===== config.mk =====
export PLATFORM = sky130hd
export DESIGN_NAME = digit_seq_ctrl_flat
export DESIGN_NICKNAME = d
export VERILOG_FILES = /design/src/rtl/digit_seq_ctrl_if.sv /design/src/rtl/digit_seq_ctrl.sv /design/src/flat_wrapper.sv
export SDC_FILE = /design/constraint.sdc
export NUM_CORES = 1
export LEC_CHECK = 0
export BUFFER_PORTS_ARGS = -buffer_cell sky130_fd_sc_hd__buf_2
export CORE_MARGIN = 2
export CORE_UTILIZATION = 58
export DETAILED_ROUTE_END_ITERATION = 10
export PLACE_DENSITY = 0.89
export RECOVER_POWER = 25
export SKIP_LAST_GASP = 1
export SLEW_MARGIN = 20
export SYNTH_ARGS = -nofsm -noshare
export SYNTH_HDL_FRONTEND = slang
export SYNTH_SLANG_ARGS = --single-unit

===== constraint.sdc =====
create_clock -name clk -period 2.4 [get_ports clk]
set_input_delay 0.24 -clock clk [delete_from_list [all_inputs] [get_ports clk]]
set_output_delay 0.24 -clock clk [all_outputs]
set_load 0.005 [all_outputs]

===== src/rtl/digit_seq_ctrl_if.sv =====
// Command/status bundle for the digit sequencer: commands flow master -> slave,
// digit/status flow back. clk and reset are plain ports on the block.
interface digit_seq_ctrl_if;
    logic       start;
    logic       stop;
    logic       clear;
    logic       dir;
    logic       load;
    logic [3:0] load_val;
    logic [3:0] max_digit;
    logic [3:0] digit;
    logic       tick;
    logic       wrap;
    logic       running;
    logic [1:0] state;

    modport master (
        output start, stop, clear, dir, load, load_val, max_digit,
        input  digit, tick, wrap, running, state
    );

    modport slave (
        input  start, stop, clear, dir, load, load_val, max_digit,
        output digit, tick, wrap, running, state
    );
endinterface


===== src/rtl/digit_seq_ctrl.sv =====
// Digit sequencer: steps a 4-bit digit through 0..max_digit every PRESCALE
// cycles while running, with pause/resume, load and clear commands.
module digit_seq_ctrl #(
    parameter logic [23:0] PRESCALE = 24'd10_000_000
) (
    input  logic             clk,
    input  logic             reset,
    digit_seq_ctrl_if.slave  bus
);
    localparam logic [1:0] IDLE  = 2'b00;
    localparam logic [1:0] RUN   = 2'b01;
    localparam logic [1:0] PAUSE = 2'b10;

    logic [1:0]  state_q, state_d;
    logic [3:0]  digit_q, digit_d;
    logic [23:0] pre_cnt_q, pre_cnt_d;
    logic        tick_q, tick_d;
    logic        wrap_q, wrap_d;

    logic [3:0]  step_digit;
    logic        step_wrap;

    // Value the digit takes on a step, in the direction currently requested.
    always_comb begin
        step_digit = digit_q;
        step_wrap  = 1'b0;
        if (!bus.dir) begin
            if (digit_q >= bus.max_digit) begin
                step_digit = 4'd0;
                step_wrap  = 1'b1;
            end else begin
                step_digit = digit_q + 4'd1;
            end
        end else begin
            if (digit_q == 4'd0) begin
                step_digit = bus.max_digit;
                step_wrap  = 1'b1;
            end else if (digit_q > bus.max_digit) begin
                // Range shrank under us: clamp rather than wrap.
                step_digit = bus.max_digit;
            end else begin
                step_digit = digit_q - 4'd1;
            end
        end
    end

    // Next-state: one command acts per cycle (clear > load > stop > start);
    // with no blocking command, RUN advances the prescaler and steps on terminal count.
    always_comb begin
        state_d   = state_q;
        digit_d   = digit_q;
        pre_cnt_d = pre_cnt_q;
        tick_d    = 1'b0;
        wrap_d    = 1'b0;
        if (state_q != IDLE && state_q != RUN && state_q != PAUSE) begin
            state_d = IDLE;
        end else if (bus.clear) begin
            state_d   = IDLE;
            digit_d   = 4'd0;
            pre_cnt_d = 24'd0;
        end else if (bus.load) begin
            digit_d   = (bus.load_val > bus.max_digit) ? bus.max_digit : bus.load_val;
            pre_cnt_d = 24'd0;
        end else if (bus.stop) begin
            // Outside RUN a stop is simply ignored; pre_cnt and digit hold.
            if (state_q == RUN) state_d = PAUSE;
        end else begin
            if (bus.start && state_q != RUN) state_d = RUN;
            if (state_q == RUN) begin
                if (pre_cnt_q == PRESCALE - 24'd1) begin
                    pre_cnt_d = 24'd0;
                    digit_d   = step_digit;
                    tick_d    = 1'b1;
                    wrap_d    = step_wrap;
                end else begin
                    pre_cnt_d = pre_cnt_q + 24'd1;
                end
            end
        end
    end

    // State registers with synchronous reset.
    always_ff @(posedge clk) begin
        if (reset) begin
            state_q   <= IDLE;
            digit_q   <= 4'd0;
            pre_cnt_q <= 24'd0;
            tick_q    <= 1'b0;
            wrap_q    <= 1'b0;
        end else begin
            state_q   <= state_d;
            digit_q   <= digit_d;
            pre_cnt_q <= pre_cnt_d;
            tick_q    <= tick_d;
            wrap_q    <= wrap_d;
        end
    end

    assign bus.digit   = digit_q;
    assign bus.tick    = tick_q;
    assign bus.wrap    = wrap_q;
    assign bus.state   = state_q;
    assign bus.running = (state_q == RUN);
endmodule


===== src/flat_wrapper.sv =====
// flat-port wrapper written by rule: the top's interface ports become plain ports
module digit_seq_ctrl_flat 
#(
    parameter logic [23:0] PRESCALE = 24'd10_000_000
)
  (clk, reset, bus_start, bus_stop, bus_clear, bus_dir, bus_load, bus_load_val, bus_max_digit, bus_digit, bus_tick, bus_wrap, bus_running, bus_state);
  digit_seq_ctrl_if bus_i ();
  input  logic clk;
  input  logic reset;
  input wire logic [$bits(bus_i.start)-1:0] bus_start;
  input wire logic [$bits(bus_i.stop)-1:0] bus_stop;
  input wire logic [$bits(bus_i.clear)-1:0] bus_clear;
  input wire logic [$bits(bus_i.dir)-1:0] bus_dir;
  input wire logic [$bits(bus_i.load)-1:0] bus_load;
  input wire logic [$bits(bus_i.load_val)-1:0] bus_load_val;
  input wire logic [$bits(bus_i.max_digit)-1:0] bus_max_digit;
  output wire logic [$bits(bus_i.digit)-1:0] bus_digit;
  output wire logic [$bits(bus_i.tick)-1:0] bus_tick;
  output wire logic [$bits(bus_i.wrap)-1:0] bus_wrap;
  output wire logic [$bits(bus_i.running)-1:0] bus_running;
  output wire logic [$bits(bus_i.state)-1:0] bus_state;
  assign bus_i.start = bus_start;
  assign bus_i.stop = bus_stop;
  assign bus_i.clear = bus_clear;
  assign bus_i.dir = bus_dir;
  assign bus_i.load = bus_load;
  assign bus_i.load_val = bus_load_val;
  assign bus_i.max_digit = bus_max_digit;
  assign bus_digit = bus_i.digit;
  assign bus_tick = bus_i.tick;
  assign bus_wrap = bus_i.wrap;
  assign bus_running = bus_i.running;
  assign bus_state = bus_i.state;
  digit_seq_ctrl #(.PRESCALE(PRESCALE)) u_core (.clk(clk), .reset(reset), .bus(bus_i));
endmodule

==> impl_metrics.py <==
metrics = {
    "drt": {
        "post_drt_wl_per_cell_um": 13.88,
        "drt-vias-per-instance": 5.752,
        "first_pass_iters": 5,
        "drt.antenna.violating_nets": 0,
        "drt_wl_total_um": 4303,
        "dr.first_iter.drc_count": 75,
        "detailroute.via_count": 1783,
        "drc": 0,
    },
    "floorplan": {
        "fp.dieArea_um2": 3901,
        "rows": 21,
        "core_um2": 3311,
        "ios": 24,
        "die-width_um": 62.46,
        "initial_utilization": 0.5986,
        "die_y_um": 62.46,
    },
    "clocking": {
        "cts.htree.levels": 2,
        "cts.hold.buffers_added": 0,
        "cts_num_sinks": 32,
        "clock_latency_ns": 0.33,
        "clock_path_buffers": 2,
        "clk_pin_slew_ns": 0.10,
        "post-cts-setup-buffers": 0,
        "ctsResizeCount": 0,
        "cts_tree": "built",
        "tritoncts.num_buffers": 5,
        "clock-root-buffer": "sky130_fd_sc_hd__clkbuf_4",
    },
    "setup_path": {
        "arrival_time_reported_for_the_critical_path_endpoint_ns": 2.46,
        "highest_delay_cell_along_the_critical_path": "sky130_fd_sc_hd__or4_1",
        "timing.setup.critical_path_class": "flop to flop",
        "number_of_cells_traversed_by_the_worst_register_to_register_path": 7,
        "path_cells": "ha_1 > nor2b_1 > o211ai_2 > nand2_1 > or4_1 > o211ai_1 > a22o_1",
        "timing.critical_path.from": "u_core.bus.digit[1]",
        "critPathMaxFanout": 8,
        "critical-path-top-delay-family": "simple AND/OR/NAND/NOR gates",
        "startpoint_kind_of_the_worst_setup_timing_path": "flop",
        "max_stage_delay_ns": 0.53,
        "worstReg2RegEnd": "u_core.bus.digit[2]",
        "reg2reg_slack_ns": 0.22,
        "required_time_of_the_critical_path_ns": 2.68,
        "cp_num_buf_inv": 0,
        "timing.critical_path.to": "u_core.bus.digit[2]",
        "worstSetupEndpointType": "flop",
        "crit-reg2reg-launch": "u_core.bus.digit[1]",
        "worstSetupPathDepth": 7,
    },
    "sta": {
        "tightest_slew_ns": 0.5901,
        "setup_tns_ns": 0,
        "final_max_slew_viol_count": 0,
        "hold_ws_ns": 0.1196,
        "fin_worst_skew_ns": 0.003991,
        "timing.final.hold_violations": 0,
        "slew-limit-headroom": 0.6036,
        "timing.fmax_mhz": 458.5,
        "final_min_period_over_clock_period": 0.9088,
        "min_period_ns": 2.181,
        "finalSetupViolCount": 0,
        "rsz0062_at_grt": "false",
    },
    "layout": {
        "fillers": 295,
        "diodes": 0,
        "finalNetCount": 290,
        "layout_commonest_cell": "sky130_fd_sc_hd__dfxtp_1",
        "finalCoreUtilization": 0.6629,
        "drive_gt1_frac": 0.1742,
        "syn2layout_area_growth_pct": 10.73,
        "layout.cells.most_common_list": "32 x sky130_fd_sc_hd__dfxtp_1, 28 x sky130_fd_sc_hd__nor2_1, 21 x sky130_fd_sc_hd__nand2_1",
    },
    "yosys": {
        "syn-num-nets": 261,
        "synth-seq-area-share": 0.3232,
        "syn-mean-instance-area_um2": 8.434,
        "yosysWarningCount": 0,
        "postSynth.asyncResetShare": 0,
        "yosysUniqueCellTypes": 56,
        "synth_seq_cells": 32,
        "synth_edf_count": 0,
        "synth.cell_area_um2": 1982,
        "synth_flop_cell": "sky130_fd_sc_hd__dfxtp_1",
        "synth_cells": 235,
    },
    "power": {
        "netSwitchingPower_uw": 289.8,
        "power.internal_uw": 727.2,
        "worst_case_vdd_ir_drop_mv": 0.3805,
        "pwr-share-comb": 0.184,
        "static-leakage-power_nw": 0.8329,
        "switching_share": 0.2849,
        "power.density_nw_per_um2": 463.4,
        "clockPowerShare": 0.279,
        "seq_power_share": 0.537,
    },
    "grt": {
        "grt_usage": 0.2333,
        "first_pass_grt_wire_length_um": 7258,
        "grt_pass1_vias": 1657,
        "grt_max_degree": 21,
        "globalRouteOverflowTotal": 0,
        "antenna_found_initial": 0,
    },
    "placed_design": {
        "placement.io_buffers": 23,
        "hpwl_um": 3316,
        "gpl.final_weighted_congestion": 0.8983,
    },
    "run_status": {
        "run_status": "finished, final reports clean",
    },
    "job": {
        "max_cap_violations": 0,
    },
    "worst_hold_path": {
        "worstHoldPathType": "input port to flop",
    },
}
-- synth_stat cells, types with 6 or more instances --
master / n / share of area
sky130_fd_sc_hd__nor3_1: 6 / 0.015
sky130_fd_sc_hd__inv_1: 13 / 0.025
sky130_fd_sc_hd__xor2_1: 11 / 0.049
sky130_fd_sc_hd__nor2_1: 28 / 0.053
sky130_fd_sc_hd__dfxtp_1: 32 / 0.32
sky130_fd_sc_hd__o21ai_0: 9 / 0.023
sky130_fd_sc_hd__xnor2_1: 9 / 0.040
sky130_fd_sc_hd__a21oi_1: 11 / 0.028
sky130_fd_sc_hd__ha_1: 11 / 0.069
sky130_fd_sc_hd__nand2_1: 21 / 0.040
sky130_fd_sc_hd__nand4_1: 10 / 0.032
-- stage by stage --
step           setup WS [ns]  total power, mW  std cells  instance area [um2]
6_report              0.2190            1.017        310                 2195
5_1_grt               0.1313            1.071        310                 2195
4_1_cts               0.2379            1.029        310                 2202
3_5_place_dp          0.2485           0.7448        303                 2152
3_3_place_gp          0.2801           0.7404        303                 2152
2_1_floorplan         0.4050           0.6906        235                 1982
-- cells by family (layout without fill, tap and decap cells) --
family | after synthesis | after routing | synth area share
AND/OR/NAND/NOR | 105 | 105 | 0.2891
multiplexers | 4 | 4 | 0.02083
adder cells (fa/ha/maj) | 11 | 11 | 0.06944
buffers and inverters | 19 | 48 | 0.04482
XOR/XNOR | 20 | 20 | 0.08838
flip-flops | 32 | 32 | 0.3232
AO/OA/AOI/OAI | 44 | 44 | 0.1641
-- power by group through the flow --
stage	Clock (mW)	Combinational, mW	Sequential, mW
after floorplan	0	0.133	0.558
after CTS	0.295	0.188	0.546
after detailed placement	0	0.187	0.558
final	0.284	0.187	0.546
after global placement	0	0.183	0.557
after global routing	0.315	0.209	0.547
-- registers in the layout (all words and copies together) (netlist names) --
register,cells
u_core.pre_cnt_q,24
u_core.bus.digit,4
u_core.bus.state,2
u_core.bus.tick,1
u_core.bus.wrap,1
-- layout make-up --
| cell class | count | area (um2) | area share |
|---|---|---|---|
| Timing Repair Buffer | 28 | 145.1 | 0.06613 |
| Multi-Input combinational cell | 184 | 1252 | 0.5707 |
| Inverter | 13 | 48.80 | 0.02223 |
| Clock inverter | 2 | 12.51 | 0.005701 |
| Tap cell | 46 | 57.56 | 0.02623 |
| Clock buffer | 5 | 37.54 | 0.01710 |
| Sequential cell | 32 | 640.6 | 0.2919 |
-- routing by layer --
metal	global-route usage	part of all wire
met1	0.2709	0.43
met2	0.4073	0.51
met3	0.05225	0.039
met4	0.1083	0.024
met5	0	0
-- how the worst min path moves through the flow --
stage | from | to | slack, ns | depth (start not counted)
after detailed placement | bus_clear | u_core.bus.state[1] | 0.46 | 2
after global placement | u_core.pre_cnt_q[1] | u_core.pre_cnt_q[1] | 0.46 | 2
after floorplan | reset | u_core.pre_cnt_q[6] | 0.31 | 1
after global routing | bus_clear | u_core.bus.state[1] | 0.13 | 2
after CTS | bus_clear | u_core.bus.state[1] | 0.10 | 2
final | bus_clear | u_core.bus.state[1] | 0.12 | 2
(Power assumes the default switching activity.)
